## src/rtl/x_muldiv_if.sv

```systemverilog
// rtl/x_muldiv_if.sv - execute-stage <-> multiply/divide unit signal bundle
interface x_muldiv_if #(
    parameter int WIDTH = 32
);
    logic             start;
    logic [1:0]       op;
    logic [WIDTH-1:0] rs_d;
    logic [WIDTH-1:0] rt_d;
    logic             flush;
    logic             hi_we;
    logic             lo_we;
    logic [WIDTH-1:0] wdata;
    logic             busy;
    logic             done;
    logic [WIDTH-1:0] hi;
    logic [WIDTH-1:0] lo;

    modport master (
        output start, op, rs_d, rt_d, flush, hi_we, lo_we, wdata,
        input  busy, done, hi, lo
    );

    modport slave (
        input  start, op, rs_d, rt_d, flush, hi_we, lo_we, wdata,
        output busy, done, hi, lo
    );
endinterface

```

## src/rtl/x_muldiv.sv

```systemverilog
// rtl/x_muldiv.sv - iterative MULT/MULTU/DIV/DIVU unit owning the HI/LO registers
// Operands are reduced to magnitudes at launch; signs are reapplied in the FIX cycle.
module x_muldiv #(
    parameter int WIDTH = 32
) (
    input  logic       clk,
    input  logic       rst,
    x_muldiv_if.slave  bus
);
    localparam int CW = $clog2(WIDTH) + 1;

    localparam logic [1:0] S_IDLE = 2'd0;
    localparam logic [1:0] S_RUN  = 2'd1;
    localparam logic [1:0] S_FIX  = 2'd2;

    logic [1:0]         state_q, state_d;
    logic               is_div_q, is_div_d;
    logic               div0_q, div0_d;
    logic               neg_lo_q, neg_lo_d;
    logic               neg_hi_q, neg_hi_d;
    logic [WIDTH-1:0]   m_q, m_d;
    logic [2*WIDTH-1:0] acc_q, acc_d;
    logic [CW-1:0]      cnt_q, cnt_d;
    logic [WIDTH-1:0]   hi_q, hi_d;
    logic [WIDTH-1:0]   lo_q, lo_d;
    logic               done_q, done_d;

    logic               signed_op, rs_neg, rt_neg, div0_in;
    logic [WIDTH-1:0]   rs_abs, rt_abs;
    logic [WIDTH:0]     mul_sum, rem_sh, diff;
    logic [2*WIDTH-1:0] mul_next, div_next, prod_fix;

    // op[0]=0 selects the signed variants, op[1]=1 selects divide
    assign signed_op = ~bus.op[0];
    assign rs_neg    = signed_op & bus.rs_d[WIDTH-1];
    assign rt_neg    = signed_op & bus.rt_d[WIDTH-1];
    assign rs_abs    = rs_neg ? -bus.rs_d : bus.rs_d;
    assign rt_abs    = rt_neg ? -bus.rt_d : bus.rt_d;
    assign div0_in   = bus.op[1] & (bus.rt_d == '0);

    assign mul_sum  = {1'b0, acc_q[2*WIDTH-1:WIDTH]} + (acc_q[0] ? {1'b0, m_q} : '0);
    assign mul_next = {mul_sum, acc_q[WIDTH-1:1]};

    // Restoring step: the borrow bit diff[WIDTH] means the trial subtract failed
    assign rem_sh   = {acc_q[2*WIDTH-1:WIDTH], acc_q[WIDTH-1]};
    assign diff     = rem_sh - {1'b0, m_q};
    assign div_next = diff[WIDTH] ? {rem_sh[WIDTH-1:0], acc_q[WIDTH-2:0], 1'b0}
                                  : {diff[WIDTH-1:0],  acc_q[WIDTH-2:0], 1'b1};

    assign prod_fix = neg_lo_q ? -acc_q : acc_q;

    always_comb begin
        state_d  = state_q;
        is_div_d = is_div_q;
        div0_d   = div0_q;
        neg_lo_d = neg_lo_q;
        neg_hi_d = neg_hi_q;
        m_d      = m_q;
        acc_d    = acc_q;
        cnt_d    = cnt_q;
        hi_d     = hi_q;
        lo_d     = lo_q;
        done_d   = 1'b0;
        case (state_q)
            S_IDLE: begin
                if (bus.hi_we) hi_d = bus.wdata;
                if (bus.lo_we) lo_d = bus.wdata;
                if (bus.start && !bus.flush) begin
                    state_d  = S_RUN;
                    cnt_d    = '0;
                    is_div_d = bus.op[1];
                    div0_d   = div0_in;
                    if (bus.op[1]) begin
                        m_d      = rt_abs;
                        acc_d    = {{WIDTH{1'b0}}, rs_abs};
                        neg_lo_d = (rs_neg ^ rt_neg) & ~div0_in;
                        neg_hi_d = rs_neg;
                    end else begin
                        m_d      = rs_abs;
                        acc_d    = {{WIDTH{1'b0}}, rt_abs};
                        neg_lo_d = rs_neg ^ rt_neg;
                        neg_hi_d = rs_neg ^ rt_neg;
                    end
                end
            end
            S_RUN: begin
                if (bus.flush) begin
                    state_d = S_IDLE;
                end else begin
                    acc_d = is_div_q ? div_next : mul_next;
                    cnt_d = cnt_q + 1'b1;
                    if (cnt_q == CW'(WIDTH - 1)) state_d = S_FIX;
                end
            end
            S_FIX: begin
                state_d = S_IDLE;
                if (!bus.flush) begin
                    done_d = 1'b1;
                    if (is_div_q) begin
                        lo_d = div0_q   ? '1 : (neg_lo_q ? -acc_q[WIDTH-1:0] : acc_q[WIDTH-1:0]);
                        hi_d = neg_hi_q ? -acc_q[2*WIDTH-1:WIDTH] : acc_q[2*WIDTH-1:WIDTH];
                    end else begin
                        hi_d = prod_fix[2*WIDTH-1:WIDTH];
                        lo_d = prod_fix[WIDTH-1:0];
                    end
                end
            end
            default: state_d = S_IDLE;
        endcase
    end

    always_ff @(posedge clk or negedge rst) begin
        if (!rst) begin
            state_q  <= S_IDLE;
            is_div_q <= 1'b0;
            div0_q   <= 1'b0;
            neg_lo_q <= 1'b0;
            neg_hi_q <= 1'b0;
            m_q      <= '0;
            acc_q    <= '0;
            cnt_q    <= '0;
            hi_q     <= '0;
            lo_q     <= '0;
            done_q   <= 1'b0;
        end else begin
            state_q  <= state_d;
            is_div_q <= is_div_d;
            div0_q   <= div0_d;
            neg_lo_q <= neg_lo_d;
            neg_hi_q <= neg_hi_d;
            m_q      <= m_d;
            acc_q    <= acc_d;
            cnt_q    <= cnt_d;
            hi_q     <= hi_d;
            lo_q     <= lo_d;
            done_q   <= done_d;
        end
    end

    assign bus.busy = (state_q != S_IDLE);
    assign bus.done = done_q;
    assign bus.hi   = hi_q;
    assign bus.lo   = lo_q;
endmodule
```

## src/flat_wrapper.sv

```systemverilog
// flat-port wrapper written by rule: the top's interface ports become plain ports
module x_muldiv_flat 
#(
    parameter int WIDTH = 32
)
  (clk, rst, bus_start, bus_op, bus_rs_d, bus_rt_d, bus_flush, bus_hi_we, bus_lo_we, bus_wdata, bus_busy, bus_done, bus_hi, bus_lo);
  x_muldiv_if #(.WIDTH(WIDTH)) bus_i ();
  input  logic clk;
  input  logic rst;
  input wire logic [$bits(bus_i.start)-1:0] bus_start;
  input wire logic [$bits(bus_i.op)-1:0] bus_op;
  input wire logic [$bits(bus_i.rs_d)-1:0] bus_rs_d;
  input wire logic [$bits(bus_i.rt_d)-1:0] bus_rt_d;
  input wire logic [$bits(bus_i.flush)-1:0] bus_flush;
  input wire logic [$bits(bus_i.hi_we)-1:0] bus_hi_we;
  input wire logic [$bits(bus_i.lo_we)-1:0] bus_lo_we;
  input wire logic [$bits(bus_i.wdata)-1:0] bus_wdata;
  output wire logic [$bits(bus_i.busy)-1:0] bus_busy;
  output wire logic [$bits(bus_i.done)-1:0] bus_done;
  output wire logic [$bits(bus_i.hi)-1:0] bus_hi;
  output wire logic [$bits(bus_i.lo)-1:0] bus_lo;
  assign bus_i.start = bus_start;
  assign bus_i.op = bus_op;
  assign bus_i.rs_d = bus_rs_d;
  assign bus_i.rt_d = bus_rt_d;
  assign bus_i.flush = bus_flush;
  assign bus_i.hi_we = bus_hi_we;
  assign bus_i.lo_we = bus_lo_we;
  assign bus_i.wdata = bus_wdata;
  assign bus_busy = bus_i.busy;
  assign bus_done = bus_i.done;
  assign bus_hi = bus_i.hi;
  assign bus_lo = bus_i.lo;
  x_muldiv #(.WIDTH(WIDTH)) u_core (.clk(clk), .rst(rst), .bus(bus_i));
endmodule
```

## config.mk

```make
export PLATFORM = sky130hd
export DESIGN_NAME = x_muldiv_flat
export DESIGN_NICKNAME = d
export VERILOG_FILES = /design/src/rtl/x_muldiv_if.sv /design/src/rtl/x_muldiv.sv /design/src/flat_wrapper.sv
export SDC_FILE = /design/constraint.sdc
export NUM_CORES = 1
export LEC_CHECK = 0
export BUFFER_PORTS_ARGS = -buffer_cell sky130_fd_sc_hd__buf_4
export CORE_MARGIN = 2
export CORE_UTILIZATION = 28
export CTS_CLUSTER_SIZE = 24
export DETAILED_ROUTE_END_ITERATION = 8
export PLACE_DENSITY = 0.5
export SETUP_SLACK_MARGIN = 0.2
export SLEW_MARGIN = 20
export SYNTH_ARGS = -nofsm -noshare
export SYNTH_HDL_FRONTEND = slang
export SYNTH_SLANG_ARGS = --single-unit
```

## constraint.sdc

```tcl
create_clock -name clk -period 6 [get_ports clk]
set_input_delay 0.3 -clock clk [delete_from_list [all_inputs] [get_ports clk]]
set_output_delay 0.3 -clock clk [all_outputs]
set_load 0.02 [all_outputs]
```

==> results of run 1 <==
-- synthesized netlist by cell type, types with 39 or more instances --
cell type	instances	area, um^2
a21oi_1	221	1106
nor2_1	216	810.8
nand2_1	198	743.2
o21ai_0	193	965.9
dfrtp_1	173	4329
xnor2_1	112	980.9
clkbuf_1	93	349.1
ha_1	69	863.3
xor2_1	65	569.3
inv_1	64	240.2
mux2i_1	49	490.5
nor3_1	39	195.2
-- per-stage QoR --
| stage | cells | setup slack, ps | instance area (um^2) | hold WS (ps) | utilization [%] |
|---|---|---|---|---|---|
| after floorplan | 1945 | 2721 | 14920 | 4.409 | - |
| after global placement | 2706 | 1859 | 16750 | 362.4 | 31.81 |
| after detailed placement | 2706 | 1868 | 16750 | 367.6 | 31.81 |
| after CTS | 2739 | 1824 | 17380 | 154.9 | 33.01 |
| after global routing | 2739 | 1414 | 17380 | 178.2 | 33.01 |
| final | 2739 | 1794 | 17380 | 166.2 | 33.01 |
-- kinds of logic (layout without fill, tap and decap cells) --
logic type,after synthesis,count (layout),synth area share [%]
buf+inv,178,284,4.714
compound gates,649,649,26.00
xor+xnor,177,177,10.39
mux,52,52,3.515
simple gates,645,645,20.30
flops,173,173,29.02
fa+ha+maj,71,71,6.057
-- placed cells by master (no fill, tap or decap), types with 6 or more instances in the layout --
cell	count
o21ai_0	193
nor4_1	17
and2_1	9
nor2b_1	11
inv_1	64
a221oi_1	12
nand2_1	197
o31ai_1	16
nand3_1	32
dfrtp_1	172
a211oi_1	16
a21oi_1	219
o221ai_1	7
o21bai_1	6
mux2i_1	49
and3_1	28
nor2_1	214
nand4_1	9
o41ai_1	11
nor3_1	39
xnor2_1	111
or4_1	11
a22oi_1	16
a31oi_1	19
or3_1	12
clkbuf_16	17
buf_4	183
o211ai_1	17
a21o_1	36
o22ai_1	33
ha_1	69
nand2b_1	27
xor2_1	65
-- sequential cells by signal, indices dropped and copies added, names as in the netlist --
signal,count
u_core.acc_q,64
u_core.bus.done,1
u_core.bus.hi,32
u_core.bus.lo,32
u_core.cnt_q,6
u_core.div0_q,1
u_core.is_div_q,1
u_core.m_q,32
u_core.neg_hi_q,1
u_core.neg_lo_q,1
u_core.state_q,2
-- power breakdown --
group          switching (W)  leakage, nW  internal [W]
registers           0.000552         2.13       0.00145
logic                0.00268         5.18       0.00170
clock network       0.000543        0.304      0.000676
total                0.00378         7.61       0.00382
-- final cells by class --
cell class	count	share of cell area (%)
multi-input cells	1594	57.10
well taps	688	4.952
clock inverters	14	1.036
inverters	67	1.447
repair buffers	185	8.026
clock buffers	18	2.526
flip-flops and latches	173	24.91
-- final timing paths --
check / from / endpoint / slack (ps) / depth (start not counted)
setup / recovery: u_core.acc_q[0] / u_core.acc_q[61] / 1790 / 13
hold / removal: bus_wdata[22] / u_core.bus.lo[22] / 170 / 3
setup reg to reg: u_core.acc_q[0] / u_core.acc_q[61] / 1790 / 13
hold reg to reg: u_core.bus.hi[13] / u_core.bus.hi[13] / 480 / 2
max in group asynchronous: rst / u_core.bus.lo[8] / 4290 / 3
min in group asynchronous: rst / u_core.bus.hi[29] / 430 / 2
-- tightest hold or removal path, stage by stage --
cell and delay (ps):
buf_4 90, o22ai_1 70, o21ai_0 130
-- metal layers --
metal | vias up | wire length, um | part of all wire [%]
met4 | 0 | 1932 | 3.3
met5 | - | 0 | 0
li1 | 7170 | - | -
met3 | 59 | 3013 | 5.1
met2 | 459 | 25400 | 43
met1 | 7165 | 28420 | 48
-- timing repair --
item | in CTS | in global routing
setup buffers | 0 | 0
endpoints found under the hold margin | 60 | 0
hold buffers | 1 | 0
==> results.toml, run 1 <==
[setup_path]
max_stage_delay_ps = 630
worstPathRequired_ps = 6380
critPathLaunchType = "flip-flop"
endpoint_kind = "flip-flop"
cp.buffers_inverters = 2
path_max_fanout = 30
cpLargestDelayFamily = "compound AO/OA/AOI/OAI gates"
path_cells = "inv_1, buf_4, nor2_1, ha_1, nand2b_1, a211oi_1, o211ai_1, a211oi_1, o21ai_0, o21ai_0, xor2_1, o221ai_1, nor3_1"
worst_path_max_delay_cell = "a211oi_1"
critPathKind = "reg -> reg"
arrival_ps = 4580

[global_route]
use_met1_pct = 30.30
grt_pass1_vias = 13978
grt_use_met2_pct = 31.17
grt_usage_pct = 20.83
grt_max_degree = 103
grt-busiest-layer = "met2"
grt_pass1_wl_mm = 88.93
met3_usage_pct = 2.996
grt_overflow = 0
antenna_found_initial = 0

[placed_design]
port_buffers = 169
routabilityCongestion = 0.9034
dp_hpwl_mm = 45.66

[cts]
cts_sinks = 173
cts_resized = 0
cts_inserted_buffers = 17
cts_buffer_depth = 2
cts_tree = "yes"
clock_latency_ps = 470
clkTransAtPathRegs_ps = 70
cts_root_buf = "clkbuf_16"
htreeDepth = 4

[yosys]
syn-cell-area_mm2 = 0.01492
synth.avg_cell_area_um2 = 7.669
synth-seq-area-share_pct = 29.02
synth_ff_type = "dfrtp_1"
synthArstFlopShare_pct = 100.0
syn_nets = 2120
syn_inst = 1945
synth_edf_count = 0
ys_warn_count = 0
synth_seq_cells = 173
synth_cell_type_count = 77

[finish]
seq_area_mm2 = 0.004330
diodes = 0
syn_to_final_growth_pct = 16.54
fillers = 5581
multi_input_area_mm2 = 0.009926
nNetsFinal = 2213
drive_gt1_share_pct = 12.14

[timing]
period_share_pct = 70.11
drv_slew = 0
fmax_mhz = 237.7
tightest_slew_ps = 1013
grt_setup_unrepaired = "no"
setup_viol = 0
max-slew-margin-rel_pct = 32.34
fin_skew_ps = 12.69
finalHoldViolCount = 0
period_minus_slack_ps = 4206
fin_tns_setup_ps = 0

[outcome]
status = "finished, final reports clean"

[routing]
vias_per_cell = 5.423
num_vias = 14853
drc = 0
drtAntennaViolNets = 0
wl_mm = 58.77
wire_per_inst_um = 21.46
drt_iter0_markers = 1265
dr.pass1.iters = 5

[hold_path]
hold_class = "in -> reg"

[job]
drv_cap = 0

[pwr]
peakVddDrop_v = 0.0002983
p_total_w = 0.007602
power_per_cell_area_mw_per_mm2 = 437.3
p_leak_nw = 7.612

[floorplanning]
dieArea_mm2 = 0.05513
initial_core_util_pct = 28.33
core-area_mm2 = 0.05266
ioPinCount = 170
fp.dieH_um = 234.8
rows = 84
die_w_um = 234.8
Power figures use the tool's default switching activity.
==> run 2, diff against run 1 <==
Settings changed: ABC_AREA set to 1, PLACE_DENSITY 0.5 to 0.51.
Clock period 6 ns to 3.6 ns, I/O delays scaled along.
==> results.toml, run 2 <==
[timing]
fin_skew_ps = 20.28
grt_setup_unrepaired = "no"
period_minus_slack_ps = 2958
tightest_slew_ps = 958.4
period_share_pct = 82.16
drv_slew = 0
max-slew-margin-rel_pct = 35.43
finalHoldViolCount = 0
setup_viol = 0
fmax_mhz = 338.1
fin_tns_setup_ps = 0

[routing]
wl_mm = 81.44
vias_per_cell = 5.086
num_vias = 21105
drc = 0
wire_per_inst_um = 19.62
dr.pass1.iters = 6
drtAntennaViolNets = 0
drt_iter0_markers = 2259

[yosys]
post-synth-top-count-cell = "nand2_1"
synth.avg_cell_area_um2 = 5.810
synth_cell_type_count = 53
yosysTopAreaCell = "dfrtp_1"
ys_warn_count = 0
ys_top_cells_by_count = "nand2_1, inv_1, nor2_1"
synthArstFlopShare_pct = 100.0
synth-seq-area-share_pct = 23.71
synth_area_leaders = "dfrtp_1, nand2_1, nand3_1"
synth_top_area_share_pct = 23.71
synth_seq_cells = 173
synth_ff_type = "dfrtp_1"
syn_inst = 3142
syn-cell-area_mm2 = 0.01826
syn_nets = 3317
synth_edf_count = 0

[setup_path]
endpoint_kind = "flip-flop"
critPathKind = "reg -> reg"
critPathLaunchType = "flip-flop"
r2r_cells = 15
reg2reg_slack_ps = 640
path_max_fanout = 5
timing.rr.end = "u_core.acc_q[61]"
worstPathRequired_ps = 3980
arrival_ps = 3330
rr_startpoint = "u_core.m_q[0]"

[pwr]
p_seq_share_pct = 21.5
peakVddDrop_v = 0.0004316
clock_power_share_pct = 13.2
p_comb_share_pct = 65.4
p_total_w = 0.01525
p_leak_nw = 10.92
power_per_cell_area_mw_per_mm2 = 718.0
netSwitchingFraction_pct = 56.39
internal-power_w = 0.006652
p_switching_w = 0.008601

[global_route]
grt-busiest-layer = "met1"
grt_usage_pct = 23.68
grt_pass1_wl_mm = 120.4
grt_max_degree = 91
use_met1_pct = 35.90
grt_pass1_vias = 18853
grt_use_met2_pct = 34.49
grt_overflow = 0
met3_usage_pct = 3.310
antenna_found_initial = 1

[cts]
cts_root_buf = "clkbuf_16"
cts_buffer_depth = 2
cts_tree = "yes"
cts_resized = 0
htreeDepth = 4
cts_inserted_buffers = 17
clock_latency_ps = 490
clkTransAtPathRegs_ps = 80
cts_sinks = 173

[placed_design]
routabilityCongestion = 0.9945
port_buffers = 169
dp_hpwl_mm = 66.19

[finish]
final_common_cell = "nand2_1"
drive_gt1_share_pct = 9.924
top_register = "u_core.acc_q"
nNetsFinal = 3457
syn_to_final_growth_pct = 16.37
layout_common_cells = "nand2_1, inv_1, nor2_1, nand3_1, a21oi_1"
largest_register_ffs = 64
diodes = 0

[job]
drv_cap = 0

[floorplanning]
die_w_um = 259.3
rows = 93
core-area_mm2 = 0.06446
fp.dieH_um = 259.3
ioPinCount = 170
initial_core_util_pct = 28.32
dieArea_mm2 = 0.06726

[hold_path]
hold_class = "in -> reg"
hold_end = "u_core.bus.lo[12]"
hp-start = "bus_wdata[12]"
worstHoldPathCells = 3

[outcome]
status = "finished, final reports clean"
==> run 2: repair_timing <==
action                                  in CTS  in global routing
hold buffers                                10                  0
hold endpoints to repair                   101                  0
endpoints found under the setup margin       0                  0
setup buffers                                0                  0
==> run 2: kinds of logic after synthesis <==
| family | Yosys count | share of synthesized area, % |
|---|---|---|
| simple gates | 1787 | 41.53 |
| buf+inv | 551 | 11.71 |
| xor+xnor | 59 | 2.830 |
| fa+ha+maj | 71 | 4.948 |
| compound gates | 501 | 15.27 |
| flops | 173 | 23.71 |
==> run 2: cell type report <==
type | instances | area, um^2
Sequential cell | 173 | 4332
Clock buffer | 17 | 425.4
Inverter | 447 | 1678
Clock inverter | 15 | 197.7
Multi-Input combinational cell | 2418 | 11800
Timing Repair Buffer | 225 | 1745
Tap cell | 855 | 1070
Fill cell | 7330 | 43220
==> run 2: how the worst max path moves through the flow <==
| stage | from | end | slack (ps) | depth (start not counted) |
|---|---|---|---|---|
| floorplan | u_core.acc_q[0] | u_core.acc_q[61] | 900 | 17 |
| global placement | u_core.m_q[0] | u_core.acc_q[61] | 720 | 15 |
| detailed placement | u_core.acc_q[0] | u_core.acc_q[61] | 720 | 15 |
| CTS | u_core.acc_q[0] | u_core.acc_q[61] | 700 | 15 |
| global route | u_core.acc_q[0] | u_core.acc_q[61] | 430 | 15 |
| finish | u_core.m_q[0] | u_core.acc_q[61] | 640 | 15 |
==> run 2: worst max-delay path, cell delays in order, from the launching register on <==
cell     delay, ps
dfrtp_1        470
nand2_1         80
inv_1           60
ha_1           250
inv_1          110
fa_1           430
o21ai_0        570
nand2_1        100
nand2_1        170
nand2_1         70
nand3_1        120
nand2_1        110
nand3_1         90
nand3_1         70
nand3_1        100
nand2_1         50
==> run 2: power groups by stage <==
stage               sequential [W]  combinational (W)  clock (W)
finish                     0.00328            0.00997    0.00201
global route               0.00331             0.0110    0.00213
CTS                        0.00323            0.00978    0.00204
detailed placement         0.00326            0.00973          0
global placement           0.00326            0.00975          0
floorplan                  0.00309            0.00664          0
==> run 2: through the flow <==
stage | instance area, um^2 | hold WS [ps] | util, % | std cells | setup WS [ps]
after global placement | 20520 | 297.3 | 31.83 | 4108 | 723.7
after global routing | 21240 | 13.88 | 32.95 | 4150 | 433.8
after detailed placement | 20520 | 301.4 | 31.83 | 4108 | 715.3
after floorplan | 18260 | -115.6 | - | 3142 | 895.1
after CTS | 21240 | 3.117 | 32.95 | 4150 | 703.7
final | 21240 | 29.11 | 32.95 | 4150 | 642.2
==> run 2: routing by layer <==
layer | up-vias | routed length (um)
li1 | 10410 | -
met4 | 2 | 1922
met5 | - | 12
met1 | 9821 | 39400
met2 | 795 | 34060
met3 | 77 | 6038
==> run 3, diff against run 2 <==
Clock period 3.6 ns to 2.5 ns, I/O delays scaled along.
==> results.toml, run 3 (synthesis results as in run 2) <==
[placed_design]
pre_cts_slack_ps = -91.56
routabilityCongestion = 1.009
dp_hpwl_mm = 69.21
port_buffers = 169

[floorplanning]
rows = 93
core-area_mm2 = 0.06446
fp.dieH_um = 259.3
dieArea_mm2 = 0.06726
die_w_um = 259.3
ioPinCount = 170
initial_core_util_pct = 28.32

[routing]
dr.pass1.iters = 6
num_vias = 22319
vias_per_cell = 5.019
drtAntennaViolNets = 0
wl_mm = 85.96
drt_iter0_markers = 2255
wire_per_inst_um = 19.33
drc = 0

[setup_path]
r2r_cells = 17
path_max_fanout = 8
critPathLaunchType = "flip-flop"
arrival_ps = 2800
critPathKind = "reg -> reg"
worstPathRequired_ps = 2870
endpoint_kind = "flip-flop"

[global_route]
antenna_found_initial = 1
grt_pass1_vias = 20204
grt_pass1_wl_mm = 126.3
grt_overflow = 0
grt_usage_pct = 24.87
grt_max_degree = 73

[outcome]
status = "finished, final reports clean"

[pwr]
peakVddDrop_v = 0.0006870
p_total_w = 0.02821
power_per_cell_area_mw_per_mm2 = 1111
p_leak_nw = 12.61

[cts]
cts_sinks = 173
clock_latency_ps = 500
cts_inserted_buffers = 17
clkTransAtPathRegs_ps = 80
cts_root_buf = "clkbuf_16"
htreeDepth = 4
cts_buffer_depth = 2
cts_tree = "yes"

[finish]
fillers = 7050
fin_util_pct = 39.39
final_common_cell = "nand2_1"
diodes = 0
top_register = "u_core.acc_q"
nNetsFinal = 3754
syn_to_final_growth_pct = 39.09
layout_common_cells = "nand2_1, buf_4, inv_1, nor2_1, nand3_1"
drive_gt1_share_pct = 25.72
largest_register_ffs = 64

[timing]
period_minus_slack_ps = 2424
fin_skew_ps = 17.63
fin_tns_setup_ps = 0
tightest_slew_ps = 721.5
setup_slack_ps = 75.54
finalHoldViolCount = 0
max-slew-margin-rel_pct = 51.39
setup_viol = 0
grt_setup_unrepaired = "yes"
drv_slew = 0
fmax_mhz = 412.5
period_share_pct = 96.98

[hold_path]
hold_class = "in -> reg"
worstHoldPathCells = 5

[job]
drv_cap = 0
run 3: where the power goes:
| group | internal [W] | switching (W) | leakage [nW] |
|---|---|---|---|
| clock network | 0.00133 | 0.00143 | 0.270 |
| logic | 0.00866 | 0.0123 | 10.3 |
| registers | 0.00353 | 0.000999 | 2.04 |
run 3: per-stage QoR:
stage,hold WS [ps],std cells,area [um^2]
floorplan,-170.6,3142,18270
global placement,143.5,4346,22430
detailed placement,141.2,4346,22430
CTS,3.650,4429,24270
global route,42.30,4447,25390
finish,28.66,4447,25390
run 3: routing by layer:
layer  vias up  GRT usage (%)  routed length (um)
met1     10326          36.85               40460
met2       867          36.96               36820
met3       113          3.134                5937
met5         -              0                  13
li1      11011              -                   -
met4         2          8.126                2722
run 3: critical path, stage by stage, from the launching register on:
cell and delay, ps:
dfrtp_1 420, ha_2 210, fa_2 350, inv_2 70, nand2_2 50, nand2_2 70, nand3_2 80, nand2_4 90
nand2_4 50, nand2_4 90, nand2_8 80, nand3_4 100, nand2_8 90, buf_12 150, nor2_4 160, nand2_1 90
nand3b_1 80, nand2_1 50
run 3: path summary, 6_finish.rpt:
path / from / endpoint / slack [ps]
setup / recovery: u_core.m_q[0] / u_core.acc_q[38] / 80
min in group asynchronous: rst / u_core.bus.hi[16] / 160
hold / removal: bus_wdata[21] / u_core.bus.lo[21] / 30
max in group asynchronous: rst / u_core.bus.hi[18] / 1560
hold reg to reg: u_core.bus.lo[21] / u_core.bus.lo[21] / 490
setup reg to reg: u_core.m_q[0] / u_core.acc_q[38] / 80
run 3: what timing repair did:
item                                    4_1_cts  5_1_grt
pin swaps                                    28       78
endpoints found under the setup margin       50       69
resized for setup                           164      248
endpoints found under the hold margin        86        0
hold buffers                                 24        0
gates cloned                                  2        1
setup buffers                                25       17
run 3: final cells by class:
cell class                 instances  area [um^2]  share of cell area, %
multi-input combinational       2418        13430                  52.89
sequential                       173         4354                  17.15
timing repair buffer             522         4269                  16.81
inverter                         447         1690                  6.657
tap                              855         1070                  4.213
clock buffer                      17        425.4                  1.675
clock inverter                    15        153.9                 0.6061
